**config.mk**
```make
export PLATFORM = sky130hd
export DESIGN_NAME = muldiv_seq
export DESIGN_NICKNAME = d
export VERILOG_FILES = /design/src/rtl/muldiv_seq_pkg.sv /design/src/rtl/muldiv_seq_div_iter.sv /design/src/rtl/muldiv_seq.sv
export SDC_FILE = /design/constraint.sdc
export NUM_CORES = 2
export LEC_CHECK = 0
export CAP_MARGIN = 15
export CORE_ASPECT_RATIO = 1.2
export CORE_MARGIN = 3
export CORE_UTILIZATION = 60
export CTS_BUF_LIST = sky130_fd_sc_hd__clkbuf_4 sky130_fd_sc_hd__clkbuf_8 sky130_fd_sc_hd__clkbuf_16
export CTS_CLUSTER_SIZE = 8
export DETAILED_ROUTE_END_ITERATION = 16
export PLACE_DENSITY_LB_ADDON = 0.15
export SETUP_SLACK_MARGIN = 0.02
export SLEW_MARGIN = 20
export SYNTH_ARGS = -nofsm -noshare
export SYNTH_HDL_FRONTEND = slang
export SYNTH_SLANG_ARGS = --single-unit
```
**constraint.sdc**
```tcl
create_clock -name clk -period 4.45 [get_ports clk]
set_input_delay 0.445 -clock clk [delete_from_list [all_inputs] [get_ports clk]]
set_output_delay 0.445 -clock clk [all_outputs]
set_load 0.05 [all_outputs]
```
**src/rtl/muldiv_seq_pkg.sv**
```systemverilog
// muldiv_seq_pkg: op encodings, FSM states and divider constants shared by the multiply/divide sequencer
package muldiv_seq_pkg;
    localparam logic [3:0] mult_mc  = 4'b0001;
    localparam logic [3:0] multu_mc = 4'b0010;
    localparam logic [3:0] div_mc   = 4'b0100;
    localparam logic [3:0] divu_mc  = 4'b1000;
    localparam int DIV_ITERS = 32;
    typedef enum logic [1:0] {IDLE, MUL, DIV, DFIX} state_t;
endpackage

```
**src/rtl/muldiv_seq_div_iter.sv**
```systemverilog
// div_iter: 32-bit unsigned restoring divider, one quotient bit per edge
module div_iter
    import muldiv_seq_pkg::*;
(
    input  logic        clk,
    input  logic        resetn,
    input  logic        start,
    input  logic        cancel,
    input  logic [31:0] dividend,
    input  logic [31:0] divisor,
    output logic        done,
    output logic [31:0] quot,
    output logic [31:0] rem
);
    logic [5:0]  cnt;
    logic [31:0] dvs;
    logic [32:0] trial;
    assign trial = {rem, quot[31]} - {1'b0, dvs};
    // done marks the cycle whose closing edge performs the final iteration
    assign done = cnt == 6'd1;
    // load operands on start, then shift/subtract until the counter drains
    always_ff @(posedge clk or negedge resetn) begin
        if (!resetn) begin
            cnt  <= '0;
            dvs  <= '0;
            quot <= '0;
            rem  <= '0;
        end else if (cancel) begin
            cnt <= '0;
        end else if (start) begin
            cnt  <= 6'(DIV_ITERS);
            dvs  <= divisor;
            quot <= dividend;
            rem  <= '0;
        end else if (cnt != 6'd0) begin
            cnt  <= cnt - 6'd1;
            quot <= {quot[30:0], ~trial[32]};
            rem  <= trial[32] ? {rem[30:0], quot[31]} : trial[31:0];
        end
    end
endmodule

```
**src/rtl/muldiv_seq.sv**
```systemverilog
// muldiv_seq: multiply/divide sequencer owning HI/LO, with pipeline stall generation
module muldiv_seq
    import muldiv_seq_pkg::*;
#(
    parameter int MUL_LAT = 2
) (
    input  logic        clk,
    input  logic        resetn,
    input  logic        issue_valid,
    output logic        issue_ready,
    input  logic [3:0]  mul_control,
    input  logic [31:0] src_a,
    input  logic [31:0] src_b,
    input  logic [1:0]  hilo_wen,
    input  logic [31:0] hilo_wdata,
    input  logic [1:0]  hilo_rd,
    output logic [31:0] hilo_rdata,
    input  logic        flush,
    output logic        busy,
    output logic        stall
);
    state_t      state, state_nx;
    logic [31:0] hi, lo, abs_a, abs_b, quot, rem;
    logic [63:0] ext_a, ext_b;
    logic [63:0] pipe [MUL_LAT];
    logic [7:0]  mcnt;
    logic        accept, is_div, sgn_mul, sgn_div, neg_q, neg_r, div_done, mul_wr, div_wr;

    assign is_div  = |(mul_control & (div_mc | divu_mc));
    assign sgn_mul = |(mul_control & mult_mc);
    assign sgn_div = |(mul_control & div_mc);
    assign ext_a   = {{32{sgn_mul & src_a[31]}}, src_a};
    assign ext_b   = {{32{sgn_mul & src_b[31]}}, src_b};
    assign abs_a   = (sgn_div & src_a[31]) ? -src_a : src_a;
    assign abs_b   = (sgn_div & src_b[31]) ? -src_b : src_b;
    // a flushed issue is dropped: the instruction carrying it is being cancelled
    assign accept  = issue_valid & issue_ready & ~flush;
    assign hilo_rdata = hilo_rd[0] ? hi : lo;

    div_iter u_div (
        .clk      (clk),
        .resetn   (resetn),
        .start    (accept & is_div),
        .cancel   (flush),
        .dividend (abs_a),
        .divisor  (abs_b),
        .done     (div_done),
        .quot     (quot),
        .rem      (rem)
    );

    // state register
    always_ff @(posedge clk or negedge resetn) begin
        if (!resetn) state <= IDLE;
        else         state <= state_nx;
    end

    // next-state: flush always returns to IDLE
    always_comb begin
        state_nx = state;
        if (flush) state_nx = IDLE;
        else begin
            unique case (state)
                IDLE: state_nx = accept ? (is_div ? DIV : MUL) : IDLE;
                MUL:  state_nx = (mcnt == 8'd0) ? IDLE : MUL;
                DIV:  state_nx = div_done ? DFIX : DIV;
                DFIX: state_nx = IDLE;
            endcase
        end
    end

    // handshake, stall and completion strobes
    always_comb begin
        busy        = state != IDLE;
        issue_ready = ~busy;
        stall       = busy & (issue_valid | (|hilo_rd) | (|hilo_wen));
        mul_wr      = (state == MUL) & (mcnt == 8'd0) & ~flush;
        div_wr      = (state == DFIX) & ~flush;
    end

    // sign-fix flags, multiply pipeline and its latency counter
    always_ff @(posedge clk or negedge resetn) begin
        if (!resetn) begin
            mcnt  <= '0;
            neg_q <= 1'b0;
            neg_r <= 1'b0;
            for (int i = 0; i < MUL_LAT; i++) pipe[i] <= '0;
        end else begin
            if (accept) begin
                mcnt    <= 8'(MUL_LAT - 1);
                neg_q   <= sgn_div & (src_a[31] ^ src_b[31]);
                neg_r   <= sgn_div & src_a[31];
                pipe[0] <= ext_a * ext_b;
            end else if (state == MUL && mcnt != 8'd0) begin
                mcnt <= mcnt - 8'd1;
            end
            for (int i = 1; i < MUL_LAT; i++) pipe[i] <= pipe[i-1];
        end
    end

    // HI/LO: completion writes while busy, mthi/mtlo only when idle
    always_ff @(posedge clk or negedge resetn) begin
        if (!resetn) begin
            hi <= '0;
            lo <= '0;
        end else if (mul_wr) begin
            hi <= pipe[MUL_LAT-1][63:32];
            lo <= pipe[MUL_LAT-1][31:0];
        end else if (div_wr) begin
            hi <= neg_r ? -rem : rem;
            lo <= neg_q ? -quot : quot;
        end else if (!busy) begin
            if (hilo_wen[0]) hi <= hilo_wdata;
            if (hilo_wen[1]) lo <= hilo_wdata;
        end
    end
endmodule

```
Yosys cells after proc, flatten, opt, wreduce, memory -nomap -nowiden
Index checks and enable logic that the tools add are counted.

storage, ports and cells
  register bits after elaboration = 306
  input bits = 108
  output and inout bits = 35
  word-level logic and storage cells = 90

operators by class
  add/sub/neg operators = 7
  multipliers = 1
  eq/ne operators = 5
  multiplexer cells = 29
  bitwise gates (word level) = 18
  reduce and logical (&&, ||, !) cells = 18

operators by type and width
  kind                                                                number
  32-bit two-way mux                                                  18
  32-bit negation                                                     4
  33-bit by 33-bit multiplier with 64-bit output                      1
  33-bit by 32-bit subtractor with 33-bit output                      1
  6-bit two-way mux                                                   3
  8-bit two-way mux                                                   2
  1-bit AND                                                           12
  3-bit nonzero test                                                  3
  8-bit logical NOT                                                   1
  2-bit one-hot mux with 4 select lines                               1
  2-bit AND reduction                                                 4
  8-bit nonzero test                                                  1
  8-bit by 1-bit subtractor with 8-bit output, second input constant  1
  6-bit by 1-bit == test with 1-bit output, second input constant     1
  2-bit two-way mux                                                   3
  2-bit nonzero test                                                  3
  6-bit nonzero test                                                  1
  2-bit OR reduction                                                  3
  6-bit by 1-bit subtractor with 6-bit output, second input constant  1
  2-bit == test, second input constant                                2
  3-bit by 1-bit != test with 1-bit output, second input constant     1
  1-bit NOT                                                           3
  2-bit by 1-bit == test with 1-bit output, second input constant     1
  2-bit logical NOT                                                   1
  other kinds (4)                                                     6

Depth between registers and ports, before layout
  word-level depth = 7
  gate-level depth with buffers = 32

Modules after synthesis
A second synthesis with hierarchy kept.

second synthesis, totals
  cell total of the unflattened synthesis = 6,140
  area, all modules = 55,167.9 um^2

by module, submodules not included
  module      instances  cells an instance  area each (um^2)  seq. area each (um^2)
  muldiv_seq  1          5,412              48,754.3          5,104.9
  div_iter    1          728                6,413.7           2,552.4

Worst setup path after synthesis
Ideal clock, no wire load.

  kind = in2reg
  from = in mul_control[0]
  to = reg pipe[126] (netlist name)
  library setup time = 0.095 ns
  data arrival time = 8.213 ns
  data required time = 4.355 ns
  slack = -3.858 ns
  stages = 26
  path buffers = 4
  cell sequence = clkbuf_1 > and2_1 > clkbuf_1 > clkbuf_1 > nand2_1 > inv_1 > fa_1 > fa_1 > fa_1 > inv_1 > fa_1 > inv_1 > fa_1 > fa_1 > inv_1 > fa_1 > fa_1 > inv_1 > ha_1 > clkbuf_1 > and3_1 > nand4_1 > or3_1 > or3_1 > and4_1 > o31ai_1

between the ends
  longest elaborated chain between the ends = 2
  elaborated cells on any way between the ends = 3
  classes of those cells = mul (1); bitwise (2)

RTL lines
  element                                             RTL line                            source
  start: declaration                                  muldiv_seq.sv:11                    input logic [3:0] mul_control,
  1-bit AND (on tied branches)                        muldiv_seq.sv:32, muldiv_seq.sv:33
  33-bit by 33-bit multiplier with 64-bit output (*)  muldiv_seq.sv:93                    pipe[0] <= ext_a * ext_b;
  end: declaration                                    muldiv_seq.sv:25                    logic [63:0] pipe [MUL_LAT];

Every way passes the cells marked *; elsewhere a longest branch is shown, timed or not.
A chain may end at the register's enable or synchronous reset.

Worst setup path after layout
  from = in src_b[1]
  to = reg pipe[120] (netlist name)

between the ends
  longest elaborated chain between the ends = 1

RTL lines
  element                                         RTL line          source
  start: declaration                              muldiv_seq.sv:13  input logic [31:0] src_b,
  33-bit by 33-bit multiplier with 64-bit output  muldiv_seq.sv:93

No other way between the ends.

==> summary.md <==
| Metric | Value |
|---|---|
| Status | finished with violations |
| Failing checks | setup timing |
| Required time of the worst setup path | 4.93 ns |
| Clk pin slew, worst setup/hold paths | 0.05 ns |
| GR Overflow Total | 0 |
| Final Cycle Share | 166% |
| Final setup fails | 56 |
| Final min period | 7.39 ns |
| Largest area contributor in the netlist | fa_1 |
| Cells after DPL | 7606 |
| Sequential Area | 0.00766 mm^2 |
| Crit. End Element | flop |
| Core box area | 0.0898 mm^2 |
| Post-layout util | 76.1% |
| Most frequent cells in the layout | inv_1 (1074), fa_1 (1043), nand2_1 (903), buf_4 (583), and2_1 (311) |
| Seq/Total Area, Yosys | 14.0% |
| RSZ-0062 raised after global routing | true |
| Slew @ Worst Pin | 0.965 ns |
| Fin. Hold Viols | 0 |
| Clock Latency Late Sink | 0.56 ns |
| RePlAce Congestion | 1.02 |
| Total clock buffers created by CTS | 44 |
| Critical path type | input pin to flop |
| Starting DRT DRC Count | 3701 |
| Syn Area/Cell | 9.04 um^2 |
| Port bufs | 141 |
| I/O Pins | 143 |
| Final setup margin | -2.94 ns |
| Worst min-delay path class | flop to flop |
| Slowest stage delay, CP | 0.56 ns |
| Initial antenna violation count | 8 |
| Global-route wire length before repair | 277 mm |
| Cell mode on critical path | fa_1 |
| DR vias/cell | 5.84 |
| Core Rows | 120 |
| Num Clock Sinks | 306 |
| Clock buffer depth | 3 |
| Critical Path Stages | 29 |
| Syn nets | 7537 |
| Share of layout cells above drive strength 1 | 22.6% |
| Post-Route WL | 182 mm |
| Yosys top cell area share | 41.2% |
| FF-to-FF path depth | 15 |
| Initial core utilization | 60.9% |
| #FFs+latches synth | 306 |
| All-Layer GR Usage | 38.9% |
| Cell family with most CP delay | adder cells |
| Die area | 0.0948 mm^2 |
| Hold Path Stages | 0 |
| Drt pass-1 iters | 6 |
| Vias in the first global route | 48933 |
| Slew headroom | 35.7% |
| Layout Cells excl Fill | 7872 |
| Primary FF master, synth | dfrtp_1 |
| Vias | 45939 |
| Clk root buf | clkbuf_16 |
| Highest Clock Rate | 135 MHz |
| Routed WL per cell | 23.2 um |
| Multi-input gate area | 0.0435 mm^2 |
| CTS tree | built |
| Max cap viols | 0 |
| Synth Instances | 6051 |
| Final number of max-transition violations | 0 |
| Synth area leaders | fa_1 (41%), dfrtp_1 (14%), inv_1 (8.1%), nand2_1 (6.6%), ha_1 (5.8%) |
| Skew final | 0.0146 ns |
| Layout fillers | 6062 |
| Slowest-stage cell, CP | fa_1 |
| Syn. warnings | 0 |
| Type of origin of the critical path | input pin |
| Die Ht | 337 um |
| CP Max Fanout | 4 |
| Die Wd | 282 um |
| Number of enable flip-flop cells after synthesis | 0 |
| Arr. time, crit path | 7.87 ns |
| DRC | 0 |
| Post-Syn Area | 0.0547 mm^2 |
| H-tree lvl count | 2 |
| Nets | 8190 |
| Netlist cell types | 79 |
| Detail Placement HPWL | 140 mm |
| Area grow syn2layout | 24.9% |
| Async S/R FF share, synth | 100% |
| Commonest non-fill, non-tap cell in the layout | inv_1 |
| Largest net degree at the start of global routing | 103 |
| Number of routed nets with antenna violations | 0 |
| CP bufs+invs | 9 |
==> cells by family (layout without fill, tap and decap cells) <==
logic type / count (synthesis) / in the layout / share of synthesized area (%)
and+or+nand+nor: 1760 / 1760 / 14.8
buffers and inverters: 1554 / 2211 / 10.8
adders and majority gates: 1378 / 1378 / 47.0
AOI/OAI and AO/OA: 765 / 765 / 8.59
DFF: 306 / 306 / 14.0
xor gates and xnor gates: 223 / 223 / 3.57
muxes: 65 / 65 / 1.27
other: 0 / 5 / 0
==> sequential cells by signal (all words and copies together) (netlist names) <==
signal and flops:
pipe 128, hi 32, lo 32, u_div.dvs 32, u_div.quot 32, u_div.rem 32, mcnt 8, u_div.cnt 6
state 2, neg_q 1, neg_r 1
==> final cells by class <==
cell class | instances | share of cell area, %
Clock buffer | 47 | 1.67
Timing Repair Buffer | 984 | 14.7
Multi-Input combinational cell | 4191 | 63.7
Antenna cell | 5 | 0.0183
Inverter | 1177 | 6.49
Tap cell | 1159 | 2.12
Sequential cell | 306 | 11.2
Clock inverter | 3 | 0.103
==> final timing paths <==
path / startpoint / to / slack, ns
setup / recovery: src_b[1] / pipe[120] / -2.94
hold / removal: pipe[90] / pipe[26] / 0.37
setup reg to reg: u_div.quot[31] / u_div.rem[5] / 0.57
hold reg to reg: pipe[90] / pipe[26] / 0.37
max in group asynchronous: resetn / pipe[27] / 2.87
min in group asynchronous: resetn / u_div.dvs[2] / 0.50
==> routing by layer <==
metal / vias to the layer above / track usage (%) / routed length [um]
li1: 19677 / - / -
met1: 23102 / 47.6 / 64700
met2: 2403 / 63.5 / 84800
met3: 755 / 7.39 / 17100
met4: 2 / 25.0 / 15800
met5: - / 0 / 15
==> worst reg2reg max path: stages (launching register included) <==
cell and delay (ns):
dfrtp_1 0.36, inv_1 0.09, ha_1 0.18, inv_1 0.06
fa_1 0.43, a211o_1 0.32, o211ai_1 0.12, a21oi_1 0.19
a311o_2 0.47, a211oi_2 0.35, o31a_2 0.26, o2111ai_2 0.17
o311ai_4 0.13, buf_12 0.29, mux2i_1 0.27, o21ai_0 0.09
==> per-stage QoR <==
stage	setup WS [ns]	cell area [um^2]	setup TNS, ns	hold WS (ns)
3_3_place_gp	-3.75	62400	-176.05	0.356
5_1_grt	-3.08	68300	-136.82	0.375
3_5_place_dp	-3.84	62400	-179.15	0.358
6_report	-2.94	68300	-127.68	0.368
4_1_cts	-2.82	66800	-124.20	0.366
2_1_floorplan	-3.16	56900	-116.81	0.149
==> Yosys cell counts, types with 5 or more instances <==
library cell,instances
o21ai_1,27
or2_2,12
o31ai_1,36
buf_1,33
o41ai_1,13
buf_2,8
mux2i_1,31
mux2_2,34
ha_1,252
nor3_1,39
xnor2_1,110
and3_1,35
inv_1,1175
a31oi_1,18
a22oi_1,22
nand4_1,13
and4_1,5
fa_1,1126
nand2_1,960
dfrtp_1,306
or4_1,9
nand3b_1,5
and2_1,352
a21oi_1,231
xor2_1,113
a21o_1,49
o211ai_1,8
o21a_1,12
nor2_1,205
o22ai_1,10
a211oi_1,71
clkbuf_1,330
nand3_1,36
o21bai_1,9
or3_1,20
nor2b_1,17
nor4_1,18
o21ai_0,206
nand2b_1,19
==> timing repair <==
item                       in CTS  in global routing
pin swaps                     254                256
hold buffers                    1                  0
hold endpoints to repair       83                  0
gates cloned                   20                  6
setup buffers                 143                 66
setup endpoints to repair      57                 57
gates resized for setup       538                313
Power is left out: the tool's default activity adds up to more than one toggle a clock period on the data nets, which glitch-free logic cannot reach.
